===== config.mk =====
export PLATFORM = sky130hd
export DESIGN_NAME = uart_ctrl
export DESIGN_NICKNAME = d
export VERILOG_FILES = /design/src/rtl/uart_ctrl.sv
export SDC_FILE = /design/constraint.sdc
export NUM_CORES = 1
export LEC_CHECK = 0
export CAP_MARGIN = 40
export CORE_UTILIZATION = 30
export CTS_CLUSTER_DIAMETER = 80
export DETAILED_ROUTE_END_ITERATION = 12
export GPL_TIMING_DRIVEN = 0
export PLACE_DENSITY_LB_ADDON = 0.3
export SYNTH_ARGS = -nofsm -noshare
export SYNTH_HDL_FRONTEND = slang
export SYNTH_SLANG_ARGS = --single-unit

===== constraint.sdc =====
create_clock -name clk -period 1.9 [get_ports clk]
set_input_delay 0.38 -clock clk [delete_from_list [all_inputs] [get_ports clk]]
set_output_delay 0.38 -clock clk [all_outputs]
set_load 0.1 [all_outputs]

===== src/rtl/uart_ctrl.sv =====
// -----------------------------------------------------------------------------
// uart_ctrl -- init sequencer, two-requester TX arbiter and RX forwarder that
// sits in front of a byte-oriented UART core.
//
// Optional feature: define UART_CTRL_PKT_LOCK_EN to keep the TX grant with one
// requester until it hands over a byte flagged reqN_last. Without the macro the
// arbitration is plain per-byte round-robin and reqN_last is ignored.
//
// Ports
//   clk, rst            system clock, synchronous active-high reset
//   start, div_in       one-cycle (re)init pulse, bit-duration divisor sampled on it
//   init_done           high while the main FSM is in RUN
//   reqN_valid/data/last/ready (N=0,1)   TX requesters (ready is combinational)
//   rx_valid/rx_data/rx_ready            RX consumer
//   uc_rst_soft, uc_tx_en, uc_rx_en, uc_bit_duration, uc_tx_data,
//   uc_data_write_en, uc_data_read_en    core controls
//   uc_tx_ready, uc_rx_ready, uc_rx_data core status / received byte
// -----------------------------------------------------------------------------
module uart_ctrl #(
  parameter int DIV_W = 32
) (
  input  logic             clk,
  input  logic             rst,
  input  logic             start,
  input  logic [DIV_W-1:0] div_in,
  output logic             init_done,
  input  logic             req0_valid,
  input  logic [7:0]       req0_data,
  input  logic             req0_last,
  output logic             req0_ready,
  input  logic             req1_valid,
  input  logic [7:0]       req1_data,
  input  logic             req1_last,
  output logic             req1_ready,
  output logic             rx_valid,
  output logic [7:0]       rx_data,
  input  logic             rx_ready,
  output logic             uc_rst_soft,
  output logic             uc_tx_en,
  output logic             uc_rx_en,
  output logic [DIV_W-1:0] uc_bit_duration,
  output logic [7:0]       uc_tx_data,
  output logic             uc_data_write_en,
  output logic             uc_data_read_en,
  input  logic             uc_tx_ready,
  input  logic             uc_rx_ready,
  input  logic [7:0]       uc_rx_data
);

  typedef enum logic [1:0] {IDLE, SRST, EN, RUN}    main_state_e;
  typedef enum logic [1:0] {ARB, WR, GAP0, GAP1}    tx_state_e;
  typedef enum logic [1:0] {RIDLE, RGAP0, RGAP1}    rx_state_e;

  main_state_e      main_state_q, main_state_d;
  tx_state_e        tx_state_q, tx_state_d;
  rx_state_e        rx_state_q, rx_state_d;
  logic             en_q, en_d;
  logic [DIV_W-1:0] bit_dur_q, bit_dur_d;
  logic [7:0]       tx_data_q, tx_data_d;
  logic             rx_valid_q, rx_valid_d;
  logic [7:0]       rx_data_q, rx_data_d;
  logic             ptr_q, ptr_d;         // 1: favour req1 when both are eligible

`ifdef UART_CTRL_PKT_LOCK_EN
  logic             lock_q, lock_d;       // grant held by owner_q mid-packet
  logic             owner_q, owner_d;
`else
  logic             unused_last;
  assign unused_last = req0_last ^ req1_last;
`endif

  logic elig0, elig1, grant_any, grant_sel, rx_fire;

  // ---------------------------------------------------------------- state regs
  always_ff @(posedge clk) begin
    if (rst) begin
      // NOTE: data registers are reset too, because every output, data included, must read 0 after rst.
      main_state_q <= IDLE;
      tx_state_q   <= ARB;
      rx_state_q   <= RIDLE;
      en_q         <= 1'b0;
      bit_dur_q    <= '0;
      tx_data_q    <= '0;
      rx_valid_q   <= 1'b0;
      rx_data_q    <= '0;
      ptr_q        <= 1'b0;
`ifdef UART_CTRL_PKT_LOCK_EN
      lock_q       <= 1'b0;
      owner_q      <= 1'b0;
`endif
    end else begin
      // NOTE: non-blocking assignments so every flop samples the pre-edge values.
      main_state_q <= main_state_d;
      tx_state_q   <= tx_state_d;
      rx_state_q   <= rx_state_d;
      en_q         <= en_d;
      bit_dur_q    <= bit_dur_d;
      tx_data_q    <= tx_data_d;
      rx_valid_q   <= rx_valid_d;
      rx_data_q    <= rx_data_d;
      ptr_q        <= ptr_d;
`ifdef UART_CTRL_PKT_LOCK_EN
      lock_q       <= lock_d;
      owner_q      <= owner_d;
`endif
    end
  end

  // ------------------------------------------------------------ main next-state
  always_comb begin
    // NOTE: every variable gets a default first so no path can infer a latch.
    main_state_d = main_state_q;
    if (start) begin
      main_state_d = SRST;
    end else begin
      case (main_state_q)
        SRST:    main_state_d = EN;
        EN:      main_state_d = RUN;
        default: main_state_d = main_state_q;
      endcase
    end
    // Enables latch on entering EN and stay up until rst.
    en_d      = en_q | (main_state_d == EN);
    bit_dur_d = start ? div_in : bit_dur_q;
  end

  // ---------------------------------------------------------------- arbitration
  always_comb begin
    elig0 = req0_valid;
    elig1 = req1_valid;
`ifdef UART_CTRL_PKT_LOCK_EN
    if (lock_q) begin
      elig0 = req0_valid && !owner_q;
      elig1 = req1_valid &&  owner_q;
    end
`endif
    // A start in the same cycle abandons the slot, so nothing is accepted.
    grant_any = (main_state_q == RUN) && (tx_state_q == ARB) && uc_tx_ready &&
                !start && (elig0 || elig1);
    grant_sel = (elig0 && elig1) ? ptr_q : elig1;
  end

  // -------------------------------------------------------------- TX next-state
  always_comb begin
    tx_state_d = tx_state_q;
    tx_data_d  = tx_data_q;
    ptr_d      = ptr_q;
`ifdef UART_CTRL_PKT_LOCK_EN
    lock_d     = lock_q;
    owner_d    = owner_q;
`endif
    if (start) begin
      tx_state_d = ARB;
      ptr_d      = 1'b0;
`ifdef UART_CTRL_PKT_LOCK_EN
      lock_d     = 1'b0;
`endif
    end else if (main_state_q == RUN) begin
      case (tx_state_q)
        ARB: if (grant_any) begin
          tx_state_d = WR;
          tx_data_d  = grant_sel ? req1_data : req0_data;
          ptr_d      = !grant_sel;
`ifdef UART_CTRL_PKT_LOCK_EN
          lock_d     = !(grant_sel ? req1_last : req0_last);
          owner_d    = grant_sel;
`endif
        end
        WR:      tx_state_d = GAP0;
        GAP0:    tx_state_d = GAP1;
        default: tx_state_d = ARB;
      endcase
    end
  end

  // -------------------------------------------------------------- RX next-state
  always_comb begin
    // Read only with an empty output slot; otherwise the byte waits in the core.
    rx_fire    = (main_state_q == RUN) && (rx_state_q == RIDLE) && uc_rx_ready &&
                 !rx_valid_q && !start;
    rx_state_d = rx_state_q;
    rx_valid_d = rx_valid_q;
    rx_data_d  = rx_data_q;
    if (start) begin
      rx_state_d = RIDLE;
      rx_valid_d = 1'b0;
    end else begin
      if (rx_valid_q && rx_ready) rx_valid_d = 1'b0;
      case (rx_state_q)
        RIDLE: if (rx_fire) begin
          rx_state_d = RGAP0;
          rx_valid_d = 1'b1;
          rx_data_d  = uc_rx_data;
        end
        RGAP0:   rx_state_d = RGAP1;
        default: rx_state_d = RIDLE;
      endcase
    end
  end

  // ------------------------------------------------------------------- outputs
  always_comb begin
    init_done        = (main_state_q == RUN);
    uc_rst_soft      = (main_state_q == SRST);
    uc_data_write_en = (tx_state_q == WR) && !start;
    uc_data_read_en  = rx_fire;
    req0_ready       = grant_any && !grant_sel;
    req1_ready       = grant_any &&  grant_sel;
  end

  assign uc_tx_en        = en_q;
  assign uc_rx_en        = en_q;
  assign uc_bit_duration = bit_dur_q;
  assign uc_tx_data      = tx_data_q;
  assign rx_valid        = rx_valid_q;
  assign rx_data         = rx_data_q;

endmodule


### Word level (Yosys, flattened, before mapping)

Cells that the tools add are included.

| operators by class | value |
|---|---|
| reduce and logical (&&, ||, !) cells | 24 |
| multiplexer cells | 11 |
| equality and inequality tests | 9 |
| bitwise logic cells | 2 |

Operator list:

| kind | number |
|---|---|
| logical AND 1 bit | 13 |
| == test 2 bit, second input constant | 4 |
| 2-to-1 mux 8 bit | 1 |
| case mux 2 bit (2 select lines) | 2 |
| == test 2 x 1 -> 1 bit, second input constant | 3 |
| 2-to-1 mux 2 bit | 3 |
| case mux 2 bit (3 select lines) | 1 |
| AND reduction 3 bit | 2 |
| zero test 2 bit | 2 |
| 2-to-1 mux 1 bit | 4 |
| inequality test 2 bit, second input constant | 2 |
| AND reduction 4 bit | 1 |
| zero test 1 bit | 3 |
| AND reduction 2 bit | 1 |
| OR reduction 2 bit | 1 |
| logical OR 1 bit | 1 |
| NOT 1 bit | 1 |
| bitwise OR 1 bit | 1 |

| storage, ports and cells | value |
|---|---|
| output and inout bits | 57 |
| register bits after elaboration | 57 |
| logic and storage cells | 55 |
| input port bits | 66 |

### Logic depth before layout (Yosys ltp)

Gate-level depths: netlist (run 1).

| logic depth | value |
|---|---|
| word-level depth | 7 |
| mapped depth | 6 |
| depth with buffers taken out | 5 |

### Worst setup path after synthesis (run 1)

OpenSTA, ideal clock, no wires.

| timing | value |
|---|---|
| path type | register to output |
| start point | reg tx_state_q[0] |
| end point | out req1_ready |
| arrival | 3.022 ns |
| path buffers | 1 |
| slack | -1.502 ns |
| data required time | 1.520 ns |
| cell stages (with the launch flop) | 7 |
| path through | dfxtp_1 > inv_1 > ha_1 > o211a_1 > buf_2 > nand2_1 > nor3_1 |

| between the ends | value |
|---|---|
| cells in the longest elaborated chain, start to end | 6 |

Ends and longest elaborated chain:

| what | line | RTL |
|---|---|---|
| start, declared | 55 | `tx_state_e tx_state_q, tx_state_d;` |
| start signal, assigned | 94 | `tx_state_q <= tx_state_d;` |
| zero test 2 bit | 138 | `grant_any = (main_state_q == RUN) && (tx_state_q == ARB) && uc_tx_ready &&` |
| logical AND 1 bit (3 in series) | 138 |  |
| logical AND 1 bit | 139 | `!start && (elig0 \|\| elig1);` |
| logical AND 1 bit | 208 | `req1_ready = grant_any && grant_sel;` |
| end, declared | 34 | `output logic req1_ready,` |

Every way passes these cells.

### Worst setup path after layout (run 1)

| timing | value |
|---|---|
| start point | reg tx_state_q[1] |
| end point | out req1_ready |

The elaborated chain is that of the path after synthesis.

==> summary.md, run 1 <==
| Metric | Value |
|---|---|
| Status | finished, violations left |
| Failing checks | setup timing |
| Final WL | 7270 um |
| Hpwl dp | 5300 um |
| CP delay by family, top | flip-flops |
| Clock-pin slew on the worst setup and hold paths | 0.06 ns |
| Final hold violations | 0 |
| Number of global-route vias before repair | 2555 |
| Worst-path cell with the longest stage delay | dfxtp_2 |
| First-pass GRT wire length | 12000 um |
| Clock skew | 0.00820 ns |
| Fin cells | 535 |
| Critical path buffers and inverters | 2 |
| Wire per inst | 13.6 um |
| EDFF count, synth | 0 |
| Row count | 31 |
| Cells after Synth | 239 |
| Crit share post-route | 1.01 |
| Warnings from Yosys | 0 |
| Hold crit path type | primary input to register |
| Largest cells by area after synthesis | dfxtp_1 (49%), mux2i_1 (15%), nor2_1 (6.3%) |
| Initial antenna violation count | 0 |
| Final setup fails | 2 |
| Req. time, crit path | 1.52 ns |
| Ant. Diodes | 0 |
| Longest Clk Path Bufs | 2 |
| Synth top cells by count | dfxtp_1 (57), nor2_1 (39), mux2i_1 (34) |
| CTS Sinks | 57 |
| Post-DP Area | 4640 um^2 |
| Ys flop type | dfxtp_1 |
| Initial Util | 0.317 |
| Total track usage | 0.185 |
| Relative slew margins | 0.566 |
| DRT antenna net count | 0 |
| Via/cell ratio | 4.60 |
| Core area | 7370 um^2 |
| Critical Path AT | 1.53 ns |
| Layout Utilization | 0.669 |
| FF+latch count, synth | 57 |
| PwrDens | 648 nW/um^2 |
| Fin area | 4930 um^2 |
| I/O Buffers | 118 |
| CTS Buf Count | 9 |
| Critical path cell sequence | inv_2 -> ha_4 -> o211a_4 -> nand2_4 -> nor3_4 -> buf_12 |
| VDD IR max | 0.553 mV |
| Grt total ovfl | 0 |
| Pre-CTS WS | -0.910 ns |
| Root Buffer | clkbuf_8 |
| Max FO, Critical Path | 2 |
| Die H | 90.2 um |
| Die Width | 90.2 um |
| Largest net degree at the start of global routing | 19 |
| Fin. max-slew vios | 0 |
| DP Cell Count | 513 |
| Synth cell types | 29 |
| Final nets | 501 |
| Crit-path max cell delay | 0.33 ns |
| Post-synthesis average cell area | 9.76 um^2 |
| Post-synth top area share | 0.489 |
| Detailed-route via count | 2461 |
| Critical Path End Type | output port |
| First DRT Iteration DRCs | 44 |
| Tmin final | 1.91 ns |
| Syn_nets | 309 |
| Skew-Pair Late Insertion Delay | 0.33 ns |
| Leakage | 0.00201 uW |
| Startpoint types | register |
| Unrepaired setup endpoints after global routing | yes |
| Total number of H-tree levels | 3 |
| Boundary pin count | 123 |
| Most frequent cell after synthesis | dfxtp_1 |
| Tightest Pin Transition | 0.651 ns |
| TritonCTS clock tree | yes |
| Fmax | 523 MHz |
| GP Congestion | 0.701 |
| First-pass iteration count of the detailed router | 4 |
| Critical path type | register to output port |
| DIE AREA | 8140 um^2 |
| Max-Cap Viols | 0 |
| Layout area overhead | 111% |
| Setup WS post-layout | -0.0126 ns |
| Share of layout cells above drive strength 1 | 0.273 |
| Mapped cell area | 2330 um^2 |
| Post-synth top area cell | dfxtp_1 |
| Post-synthesis sequential area ratio | 0.489 |
| Power, Total | 3190 uW |
| Synth async-reset ratio | 0 |
| DRC | 0 |
[tightest hold or removal path: cells and delay by family]
family,cells,cell delay [ns]
AOI/OAI and AO/OA,1,0.08
and+or+nand+nor,1,0.08
buffers and inverters,1,0.12
[path summary, 6_finish.rpt]
kind | start | end | slack (ns) | cells after the start
worst max-delay path | tx_state_q[1] | req1_ready | -0.01 | 6
worst min-delay path | req1_valid | uc_tx_data[3] | 0.38 | 3
worst max register to register | tx_state_q[0] | ptr_q | 0.24 | 8
worst min register to register | rx_data[3] | rx_data[3] | 0.48 | 2
[sequential cells by signal (all words and copies together), names as in the netlist]
register / cells
uc_rx_en: 1
uc_bit_duration: 32
rx_state_q: 2
ptr_q: 1
uc_tx_data: 8
rx_data: 8
rx_valid: 1
tx_state_q: 2
main_state_q: 2
[power by group]
group	internal, uW	total [uW]	switching [uW]
Combinational	395	909	514
Clock	544	1020	475
Sequential	1240	1260	25.4
Total	2180	3190	1010
[layout by cell type (no fill, tap or decap), types with 4 or more instances in the layout]
cell type,synthesis,layout
buf_4,2,19
clkbuf_8,0,12
buf_8,0,44
nand3b_1,9,9
nor2_1,39,36
mux2i_1,34,34
o21ai_1,8,8
buf_16,0,6
dfxtp_2,0,4
clkbuf_1,7,9
clkdlybuf4s50_1,0,107
dfxtp_1,57,51
buf_12,0,8
nand3_1,8,8
a21oi_1,19,19
o21ai_0,8,8
a311oi_1,8,8
[logic make-up (layout without fill, tap and decap cells)]
family / count (synthesis) / after routing / share of synthesized area
AO/OA/AOI/OAI: 48 / 48 / 0.133
AND/OR/NAND/NOR: 73 / 73 / 0.160
buffers and inverters: 23 / 220 / 0.0504
adder cells (fa/ha/maj): 4 / 4 / 0.0214
multiplexers: 34 / 34 / 0.146
flip-flops: 57 / 57 / 0.489
[timing repair]
| item | CTS | global route |
|---|---|---|
| resized for setup | 24 | 5 |
| buffers inserted | 15 | 2 |
| pin swaps | 5 | 4 |
| hold buffers | 0 | 0 |
| endpoints found under the hold margin | 0 | 0 |
| setup endpoints to repair | 7 | 4 |
[final cells by class]
| type | instances | area (um^2) |
|---|---|---|
| Clock inverter | 2 | 12.5 |
| Fill cell | 568 | 2440 |
| Clock buffer | 14 | 163 |
| Tap cell | 99 | 124 |
| Timing Repair Buffer | 184 | 2190 |
| Buffer | 15 | 115 |
| Sequential cell | 57 | 1150 |
| Inverter | 5 | 18.8 |
| Multi-Input combinational cell | 159 | 1150 |
[through the flow]
step / hold slack, ns / setup TNS (ns)
after global placement: 0.465 / -7.29
after floorplan: 0.464 / -0.464
after global routing: 0.391 / -0.120
after CTS: 0.371 / -0.180
after detailed placement: 0.471 / -5.85
final: 0.379 / -0.0216
[routing by layer]
metal	routed length, um	GRT usage
met2	3600	0.319
met1	3230	0.225
met4	73	0.0645
met3	359	0.0423
met5	0	0
Power figures use the tool's default switching activity.
==> run 2: changes to the inputs <==
--- a/config.mk
+++ b/config.mk
@@ -8,6 +8,7 @@
 export CAP_MARGIN = 40
 export CORE_UTILIZATION = 30
 export CTS_CLUSTER_DIAMETER = 80
+export CTS_CLUSTER_SIZE = 40
 export DETAILED_ROUTE_END_ITERATION = 12
 export GPL_TIMING_DRIVEN = 0
 export PLACE_DENSITY_LB_ADDON = 0.3
==> constraint.sdc (replaced) <==
create_clock -name clk -period 1.66 [get_ports clk]
set_input_delay 0.332 -clock clk [delete_from_list [all_inputs] [get_ports clk]]
set_output_delay 0.332 -clock clk [all_outputs]
set_load 0.1 [all_outputs]
==> run 2 against run 1 <==
Net effect: the run still ends with setup timing left; critical path depth is 2 lower; combinational power is 7.8% higher; clock skew about the same.
==> summary.md, run 2 (same netlist as run 1, synthesis figures left out) <==
| Metric | Value |
|---|---|
| Clock skew | 0.00840 ns (+0.000204 ns) |
| DIE AREA | 8140 um^2 (unchanged) |
| First-pass iteration count of the detailed router | 4 (unchanged) |
| DRT antenna net count | 0 (unchanged) |
| Critical path cell sequence | and2b_2 -> clkbuf_8 -> nor3_4 -> buf_12 |
| Clock-pin slew on the worst setup and hold paths | 0.07 ns (about the same) |
| Max FO, Critical Path | 10 (+8) |
| Final WL | 7310 um (+0.55%) |
| Tightest Pin Transition | 0.591 ns (-0.0600 ns) |
| Failing checks | setup timing |
| Row count | 31 (unchanged) |
| CTS Sinks | 57 (unchanged) |
| Crit-path max cell delay | 0.35 ns (+0.02 ns) |
| Setup WS post-layout | -0.229 ns (-0.216 ns) |
| Worst-path cell with the longest stage delay | dfxtp_1 |
| Final hold violations | 0 (unchanged) |
| Power, Total | 3650 uW (+14%) |
| Total track usage | 0.182 (-0.00253) |
| CTS Buf Count | 9 (unchanged) |
| DP Cell Count | 513 (unchanged) |
| Crit share post-route | 1.14 |
| Critical path type | register to output port |
| GP Congestion | 0.701 (about the same) |
| Post-DP Area | 4680 um^2 (+0.81%) |
| Fin cells | 487 (-9.0%) |
| Fmax | 529 MHz |
| Hold path start | req1_valid |
| PwrDens | 778 nW/um^2 (+20%) |
| Tmin final | 1.89 ns |
| Flop2flop setup slack | 0.12 ns (-0.12 ns) |
| Die H | 90.2 um (unchanged) |
| Boundary pin count | 123 (unchanged) |
| TritonCTS clock tree | yes |
| Share of layout cells above drive strength 1 | 0.320 (+0.0467) |
| Max reg flops | 32 (unchanged) |
| Ant. Diodes | 0 (unchanged) |
| Fill count | 580 (+2.1%) |
| Initial Util | 0.317 (unchanged) |
| Hpwl dp | 5420 um (+2.3%) |
| Total number of H-tree levels | 3 (unchanged) |
| Status | finished, violations left |
| Largest net degree at the start of global routing | 19 (unchanged) |
| Final setup fails | 3 (+1) |
| I/O Buffers | 118 (unchanged) |
| Critical Path AT | 1.56 ns (+0.03 ns) |
| VDD IR max | 0.487 mV (-12%) |
| Startpoint types | register |
| First DRT Iteration DRCs | 61 (+39%) |
| Final nets | 453 (-9.6%) |
| Req. time, crit path | 1.33 ns (-0.19 ns) |
| R2r startpoint | main_state_q[0] |
| Fin. max-slew vios | 0 (unchanged) |
| Via/cell ratio | 4.70 (+2.2%) |
| Most common cell after layout, fill and taps aside | clkdlybuf4s50_1 |
| Grt total ovfl | 0 (unchanged) |
| Unrepaired setup endpoints after global routing | yes |
| Relative slew margins | 0.606 (+0.0400) |
| Root Buffer | clkbuf_8 |
| Detailed-route via count | 2289 (-7.0%) |
| Layout area overhead | 101% |
| Critical Path End Type | output port |
| Leakage | 0.00191 uW (-5.1%) |
| Fin area | 4690 um^2 (-4.7%) |
| First-pass GRT wire length | 11900 um (-0.86%) |
| Commonest cells after routing, fill and taps aside | clkdlybuf4s50_1 (58), buf_12 (50), dfxtp_1 (50), nor2_1 (36), mux2i_1 (34) |
| Critical Path Start | ptr_q |
| Longest Clk Path Bufs | 2 (unchanged) |
| DRC | 0 (unchanged) |
| Die Width | 90.2 um (unchanged) |
| Wire per inst | 15.0 um (+10%) |
| Hold crit path type | primary input to register |
| Initial antenna violation count | 0 (unchanged) |
| Number of global-route vias before repair | 2404 (-5.9%) |
| Skew-Pair Late Insertion Delay | 0.33 ns (about the same) |
| Hold Buf Count CTS | 0 (unchanged) |
| Max-Cap Viols | 0 (unchanged) |
| Core area | 7370 um^2 (unchanged) |
## run 2: cell count changes in the layout (fill, tap and decap cells not counted), sizes merged
cell | previous run | this run
clkinvlp | 1 | 2
buf | 82 | 81
clkdlybuf4s50 | 107 | 58
clkbuf | 21 | 19
dlygate4sd2 | 2 | 4
clkinv | 1 | 3
dlymetal6s2s | 1 | 0
## run 2: metrics by stage
step / setup TNS (ns) / util / worst slack (ns) / hold slack [ns]
after global routing: -0.777 / 0.637 / -0.307 / 0.320
after floorplan: -0.659 / - / -0.366 / 0.464
after global placement: -21.03 / 0.505 / -1.50 / 0.465
after detailed placement: -13.29 / 0.635 / -1.11 / 0.474
after CTS: -0.676 / 0.632 / -0.268 / 0.308
final: -0.578 / 0.637 / -0.229 / 0.321
## run 2: where the power goes
part | switching (uW) | leakage (uW) | total (uW) | internal (uW)
combinational | 554 | 0.00135 | 980 | 426
sequential | 61.2 | 0.000470 | 1480 | 1420
clock | 579 | 0.0000911 | 1190 | 615
## run 2: timing repair
action	4_1_cts	5_1_grt
resized for setup	69	3
setup buffers	11	5
pin swaps	3	3
setup endpoints to repair	58	4
## run 2: worst paths after layout
| kind | to | cells past startpoint |
|---|---|---|
| max | req1_ready | 4 |
| min | uc_tx_data[0] | 3 |
| max reg2reg | ptr_q | 5 |
| min reg2reg | rx_data[7] | 2 |
## run 2: area by class of cell
cell class | instances | area (um^2) | area share
timing repair buffer | 135 | 1930 | 0.412
multi-input combinational | 159 | 1150 | 0.246
sequential | 57 | 1150 | 0.245
clock buffer | 11 | 151 | 0.0322
inverter | 5 | 18.8 | 0.00400
tap | 99 | 124 | 0.0264
clock inverter | 5 | 30.0 | 0.00640
buffer | 16 | 130 | 0.0277
## run 2: worst max-delay path: cells and delay by family (launching register included)
kind	cells	cell delay [ns]
buf+inv	2	0.38
flops	1	0.35
simple gates	2	0.49
## run 2: routing by layer
metal  up-vias  GRT usage  wire length, um  share of wire
met3         6     0.0567              497          0.068
met2        85      0.333             3800           0.52
met4         0     0.0430               52         0.0071
met1      1074      0.205             2950           0.40
li1       1124          -                -              -
met5         -          0                0              0
